### src/rtl/rom_read_arbiter_if.sv
// Request/grant/response bundle for both ROM consumers plus the ROM-side
// en/address/data wires, as seen by the shared-ROM arbiter.
interface rom_read_arbiter_if #(
    parameter int ADDR_W = 4,
    parameter int DATA_W = 16
);
    logic              req0;
    logic [ADDR_W-1:0] addr0;
    logic              gnt0;
    logic              rvalid0;
    logic [DATA_W-1:0] rdata0;

    logic              req1;
    logic [ADDR_W-1:0] addr1;
    logic              gnt1;
    logic              rvalid1;
    logic [DATA_W-1:0] rdata1;

    logic              rom_en;
    logic [ADDR_W-1:0] rom_addr;
    logic [DATA_W-1:0] rom_data;

    modport master (
        output req0, addr0, req1, addr1, rom_data,
        input  gnt0, rvalid0, rdata0, gnt1, rvalid1, rdata1, rom_en, rom_addr
    );

    modport slave (
        input  req0, addr0, req1, addr1, rom_data,
        output gnt0, rvalid0, rdata0, gnt1, rvalid1, rdata1, rom_en, rom_addr
    );
endinterface

### src/rtl/rom_read_arbiter.sv
// Round-robin arbiter sharing one synchronous-read ROM between two requesters.
// All outputs are registered; one read in flight at a time.
//
// state | meaning
// IDLE  | no read in flight; sample requests, grant winner, launch ROM read
// WAIT  | ROM read in flight; count down ROM latency, then return data
module rom_read_arbiter #(
    parameter int ADDR_W  = 4,
    parameter int DATA_W  = 16,
    parameter int ROM_LAT = 1
) (
    input  logic               clk,
    input  logic               rst_n,
    rom_read_arbiter_if.slave  bus
);
    localparam int CNT_W = (ROM_LAT < 2) ? 1 : $clog2(ROM_LAT + 1);

    typedef enum logic {IDLE, WAIT} state_t;

    state_t            state_q, state_d;
    logic [CNT_W-1:0]  cnt_q, cnt_d;
    logic              prio_q, prio_d;
    logic              sel_q, sel_d;
    logic              win;
    logic              gnt0_q, gnt0_d, gnt1_q, gnt1_d;
    logic              rvalid0_q, rvalid0_d, rvalid1_q, rvalid1_d;
    logic [DATA_W-1:0] rdata0_q, rdata0_d, rdata1_q, rdata1_d;
    logic              rom_en_q, rom_en_d;
    logic [ADDR_W-1:0] rom_addr_q, rom_addr_d;

    always_ff @(posedge clk or negedge rst_n) begin
        if (!rst_n) begin
            state_q    <= IDLE;
            cnt_q      <= '0;
            prio_q     <= 1'b0;
            sel_q      <= 1'b0;
            gnt0_q     <= 1'b0;
            gnt1_q     <= 1'b0;
            rvalid0_q  <= 1'b0;
            rvalid1_q  <= 1'b0;
            rdata0_q   <= '0;
            rdata1_q   <= '0;
            rom_en_q   <= 1'b0;
            rom_addr_q <= '0;
        end else begin
            state_q    <= state_d;
            cnt_q      <= cnt_d;
            prio_q     <= prio_d;
            sel_q      <= sel_d;
            gnt0_q     <= gnt0_d;
            gnt1_q     <= gnt1_d;
            rvalid0_q  <= rvalid0_d;
            rvalid1_q  <= rvalid1_d;
            rdata0_q   <= rdata0_d;
            rdata1_q   <= rdata1_d;
            rom_en_q   <= rom_en_d;
            rom_addr_q <= rom_addr_d;
        end
    end

    always_comb begin
        state_d    = state_q;
        cnt_d      = cnt_q;
        prio_d     = prio_q;
        sel_d      = sel_q;
        win        = 1'b0;
        gnt0_d     = 1'b0;
        gnt1_d     = 1'b0;
        rvalid0_d  = 1'b0;
        rvalid1_d  = 1'b0;
        rdata0_d   = rdata0_q;
        rdata1_d   = rdata1_q;
        rom_en_d   = rom_en_q;
        rom_addr_d = rom_addr_q;

        case (state_q)
            IDLE: begin
                rom_en_d = 1'b0;
                if (bus.req0 || bus.req1) begin
                    // prio_q names the port that wins a tie: the one not granted last
                    win        = (bus.req0 && bus.req1) ? prio_q : bus.req1;
                    sel_d      = win;
                    prio_d     = ~win;
                    gnt0_d     = ~win;
                    gnt1_d     = win;
                    rom_en_d   = 1'b1;
                    rom_addr_d = win ? bus.addr1 : bus.addr0;
                    cnt_d      = CNT_W'(ROM_LAT);
                    state_d    = WAIT;
                end
            end
            WAIT: begin
                if (cnt_q != '0) begin
                    cnt_d = cnt_q - CNT_W'(1);
                end else begin
                    if (sel_q) begin
                        rdata1_d  = bus.rom_data;
                        rvalid1_d = 1'b1;
                    end else begin
                        rdata0_d  = bus.rom_data;
                        rvalid0_d = 1'b1;
                    end
                    rom_en_d = 1'b0;
                    state_d  = IDLE;
                end
            end
            default: state_d = IDLE;
        endcase
    end

    assign bus.gnt0     = gnt0_q;
    assign bus.gnt1     = gnt1_q;
    assign bus.rvalid0  = rvalid0_q;
    assign bus.rvalid1  = rvalid1_q;
    assign bus.rdata0   = rdata0_q;
    assign bus.rdata1   = rdata1_q;
    assign bus.rom_en   = rom_en_q;
    assign bus.rom_addr = rom_addr_q;
endmodule

### src/flat_wrapper.sv
// flat-port wrapper written by rule: the top's interface ports become plain ports
module rom_read_arbiter_flat 
#(
    parameter int ADDR_W  = 4,
    parameter int DATA_W  = 16,
    parameter int ROM_LAT = 1
)
  (clk, rst_n, bus_req0, bus_addr0, bus_req1, bus_addr1, bus_rom_data, bus_gnt0, bus_rvalid0, bus_rdata0, bus_gnt1, bus_rvalid1, bus_rdata1, bus_rom_en, bus_rom_addr);
  rom_read_arbiter_if #(.ADDR_W(ADDR_W), .DATA_W(DATA_W)) bus_i ();
  input  logic clk;
  input  logic rst_n;
  input wire logic [$bits(bus_i.req0)-1:0] bus_req0;
  input wire logic [$bits(bus_i.addr0)-1:0] bus_addr0;
  input wire logic [$bits(bus_i.req1)-1:0] bus_req1;
  input wire logic [$bits(bus_i.addr1)-1:0] bus_addr1;
  input wire logic [$bits(bus_i.rom_data)-1:0] bus_rom_data;
  output wire logic [$bits(bus_i.gnt0)-1:0] bus_gnt0;
  output wire logic [$bits(bus_i.rvalid0)-1:0] bus_rvalid0;
  output wire logic [$bits(bus_i.rdata0)-1:0] bus_rdata0;
  output wire logic [$bits(bus_i.gnt1)-1:0] bus_gnt1;
  output wire logic [$bits(bus_i.rvalid1)-1:0] bus_rvalid1;
  output wire logic [$bits(bus_i.rdata1)-1:0] bus_rdata1;
  output wire logic [$bits(bus_i.rom_en)-1:0] bus_rom_en;
  output wire logic [$bits(bus_i.rom_addr)-1:0] bus_rom_addr;
  assign bus_i.req0 = bus_req0;
  assign bus_i.addr0 = bus_addr0;
  assign bus_i.req1 = bus_req1;
  assign bus_i.addr1 = bus_addr1;
  assign bus_i.rom_data = bus_rom_data;
  assign bus_gnt0 = bus_i.gnt0;
  assign bus_rvalid0 = bus_i.rvalid0;
  assign bus_rdata0 = bus_i.rdata0;
  assign bus_gnt1 = bus_i.gnt1;
  assign bus_rvalid1 = bus_i.rvalid1;
  assign bus_rdata1 = bus_i.rdata1;
  assign bus_rom_en = bus_i.rom_en;
  assign bus_rom_addr = bus_i.rom_addr;
  rom_read_arbiter #(.ADDR_W(ADDR_W), .DATA_W(DATA_W), .ROM_LAT(ROM_LAT)) u_core (.clk(clk), .rst_n(rst_n), .bus(bus_i));
endmodule
### config.mk
export PLATFORM = sky130hd
export DESIGN_NAME = rom_read_arbiter_flat
export DESIGN_NICKNAME = d
export VERILOG_FILES = /design/src/rtl/rom_read_arbiter_if.sv /design/src/rtl/rom_read_arbiter.sv /design/src/flat_wrapper.sv
export SDC_FILE = /design/constraint.sdc
export NUM_CORES = 1
export LEC_CHECK = 0
export ABC_AREA = 1
export CORE_MARGIN = 8
export CORE_UTILIZATION = 30
export CTS_BUF_LIST = sky130_fd_sc_hd__clkbuf_8
export CTS_CLUSTER_SIZE = 16
export DETAILED_ROUTE_END_ITERATION = 12
export MAX_ROUTING_LAYER = met4
export REMOVE_ABC_BUFFERS = 1
export SLEW_MARGIN = 25
export SYNTH_ARGS = -nofsm -noshare
export SYNTH_HDL_FRONTEND = slang
export SYNTH_SLANG_ARGS = --single-unit
### constraint.sdc
create_clock -name clk -period 1.2 [get_ports clk]
set_clock_uncertainty 0.1 [all_clocks]
set_input_delay 0.24 -clock clk [delete_from_list [all_inputs] [get_ports clk]]
set_output_delay 0.24 -clock clk [all_outputs]
set_load 0.01 [all_outputs]
==> results of run 1 <==
==> per-layer routing <==
| metal | track usage, % | vias up |
|---|---|---|
| met5 | - | - |
| met3 | 4.48 | 4 |
| met2 | 16.5 | 53 |
| met4 | 2.77 | 0 |
| li1 | - | 739 |
| met1 | 12.5 | 651 |
==> worst paths after layout <==
| path | start | to | slack (ns) | cells after the start |
|---|---|---|---|---|
| max reg2reg | u_core.state_q | u_core.bus.rom_addr[3] | 0.07 | 4 |
| min | bus_req0 | u_core.state_q | 0.22 | 3 |
| min reg2reg | u_core.bus.rdata1[1] | u_core.bus.rdata1[1] | 0.38 | 2 |
| max | u_core.bus.rdata0[0] | bus_rdata0[0] | 0.04 | 1 |
| min in group asynchronous | rst_n | u_core.bus.rdata0[13] | 0.36 | 3 |
| max in group asynchronous | rst_n | u_core.sel_q | 0.43 | 3 |
==> layout make-up <==
cell class | instances | area, um2 | area share (%)
clock buffers | 6 | 82.6 | 3.08
clock inverters | 2 | 33.8 | 1.26
inverters | 29 | 109 | 4.06
multi-input cells | 101 | 539 | 20.1
flip-flops and latches | 45 | 1130 | 42.1
well taps | 75 | 93.8 | 3.50
repair buffers | 89 | 696 | 25.9
==> flip-flops by register name (all words and copies together) (netlist names) <==
name,count
u_core.bus.rvalid1,1
u_core.bus.rom_en,1
u_core.bus.rdata0,16
u_core.bus.rom_addr,4
u_core.state_q,1
u_core.bus.gnt0,1
u_core.cnt_q,1
u_core.prio_q,1
u_core.bus.rdata1,16
u_core.sel_q,1
u_core.bus.rvalid0,1
u_core.bus.gnt1,1
==> cell usage in the layout (no fill, tap or decap), drive strengths merged <==
cell type / Yosys / layout
dlymetal6s2s: 0 / 1
buf: 6 / 62
clkbuf: 0 / 6
a21oi: 1 / 1
clkdlybuf4s50: 0 / 25
nor2: 6 / 6
o21ai: 33 / 33
nand3: 9 / 9
nand2: 50 / 50
o21a: 1 / 1
o21bai: 1 / 1
dfrtp: 45 / 45
bufinv: 0 / 1
dlygate4sd3: 0 / 1
inv: 29 / 30
==> cells by family after synthesis <==
family	share of synthesized area, %
AO/OA/AOI/OAI	13.6
buffers and inverters	9.46
flip-flops	61.7
AND/OR/NAND/NOR	15.2
==> cell usage after synthesis <==
master / n / share of area, %
nand2_2: 1 / 0.34
nand3_4: 1 / 0.96
a21oi_1: 1 / 0.27
dfrtp_1: 45 / 62
o21bai_2: 1 / 0.62
o21ai_1: 16 / 4.4
nor2_4: 1 / 0.62
inv_1: 29 / 6.0
o21ai_0: 1 / 0.27
buf_4: 1 / 0.41
o21ai_2: 16 / 7.7
buf_6: 5 / 3.1
nor2_1: 5 / 1.0
nand3_1: 8 / 2.2
nand2_1: 49 / 10
o21a_1: 1 / 0.41
==> metrics by stage <==
| stage | utilization (%) | setup TNS [ns] | power, mW | hold WS (ns) | setup slack (ns) |
|---|---|---|---|---|---|
| final | 45.6 | 0 | 7.00 | 0.224 | 0.0353 |
| after global routing | 45.6 | -0.0278 | 7.62 | 0.250 | -0.00630 |
| after CTS | 44.2 | 0 | 6.90 | 0.352 | 0.0158 |
| after detailed placement | 45.0 | -2.80 | 6.27 | 0.137 | -0.270 |
| after global placement | 45.0 | -2.36 | 6.21 | 0.135 | -0.218 |
| after floorplan | - | -1.33 | 4.19 | -0.156 | -0.0710 |
==> repair_timing <==
item	in CTS	in global routing
setup buffers	4	5
hold endpoints to repair	45	0
gates resized for setup	165	11
pin swaps	0	1
hold buffers	1	0
cloned	0	0
endpoints found under the setup margin	43	44
==> power breakdown <==
part	total [mW]	internal, mW	leakage (nW)	switching [mW]
Sequential	2.68	2.26	0.553	0.425
Clock	1.15	0.670	0.0626	0.476
Combinational	3.17	1.53	0.826	1.64
Total	7.00	4.46	1.44	2.54
==> run metrics, run 1 <==
I/O Buffers 68; core box area 5890 um2; # nets final 299; GRT overflow 0; post-layout minimum cycle time around 1.2 ns; CTS Buf Count 5; layout cells sized above 1 between 30% and 40%; first-pass iteration count of the detailed router 4; WL final around 4.4 mm; Rows 28; Slew @ Worst Pin 0.284 ns; CP Cell Sequence buf_2; DR vias/cell 4.17; fin cells ~350; Root Driver clkbuf_8; Startpoint Class flip-flop; crit path max fanout 2; Synth warnings 0; DP Area 2650 um2; # H-tree levels 2; placed insts 329; worst endpoint data arrival time 0.82 ns; clock sinks 45; slowest stage cell, crit path dfrtp_1; met2 wire len 2.03 mm; Worst-path clk slew 0.08 ns; Slew Limit Fails 0; first-pass GRT wire length 7.39 mm; Critical Path Sink Type output pin; outcome finished, final reports clean; unrepaired setup endpoints after global routing true; number of global-route vias before repair 1567; CTS Buffer Depth 2; LEAKAGE 1.44 nW; Starting Density 31.0%; filler instances around 600; wire per inst between 10 and 15 um; design area ~2700 um2; Rel. slew slack 81.0%; Fmax 859 MHz; HP Class primary input to flip-flop; GP Congestion 0.798; Synth Cell Area 1830 um2; initial antenna violation count 0; PD cells 2610 nW/um2; met3 wire len 359 um; Worst Path Required 0.86 ns; number of setup violations in the final report 0; worst skew pair latency 0.28 ns; TritonCTS clock tree built; slowest stage delay, CP about 0.4 ns; die height 94.0 um; DRT iter0 DRCs 40; diode count 0; Die W about 94 um; Highest Signal Layer met4; Top Ports 69; Remaining DRCs 0; Buf/Inv on CP 1; Metal-1 WL between 1.5 and 2 mm; max-cap viol count 0; register area share after synthesis 61.7%; final period utilization between 90% and 100%; hpwl dp 3.18 mm; Fin. Hold Viols 0; Area growth syn-to-layout 46.9%; largest net degree at the start of global routing 46; Yosys cell types 16; critical path's top delay family flip-flops; Post-Syn Instances 181; VDD IR max 0.868 mV; global-route usage over all layers 10.7%; FF+latch count, synth 45; Avg Inst Size Synth between 10 and 15 um2; antenna viol nets, final 0; critical path type flip-flop to output pin; Die Area just under 9000 um2; total number of vias 1447
Note: power is estimated with default switching activity, not from simulation.
==> run 2: changes to the inputs <==
--- a/config.mk
+++ b/config.mk
@@ -11,6 +11,7 @@
 export CTS_BUF_LIST = sky130_fd_sc_hd__clkbuf_8
 export CTS_CLUSTER_SIZE = 16
 export DETAILED_ROUTE_END_ITERATION = 12
+export HOLD_SLACK_MARGIN = 0.12
 export MAX_ROUTING_LAYER = met4
 export REMOVE_ABC_BUFFERS = 1
 export SLEW_MARGIN = 25
==> results of run 2 <==
The final DEF is identical to that of run 1; final timing and power are the same.
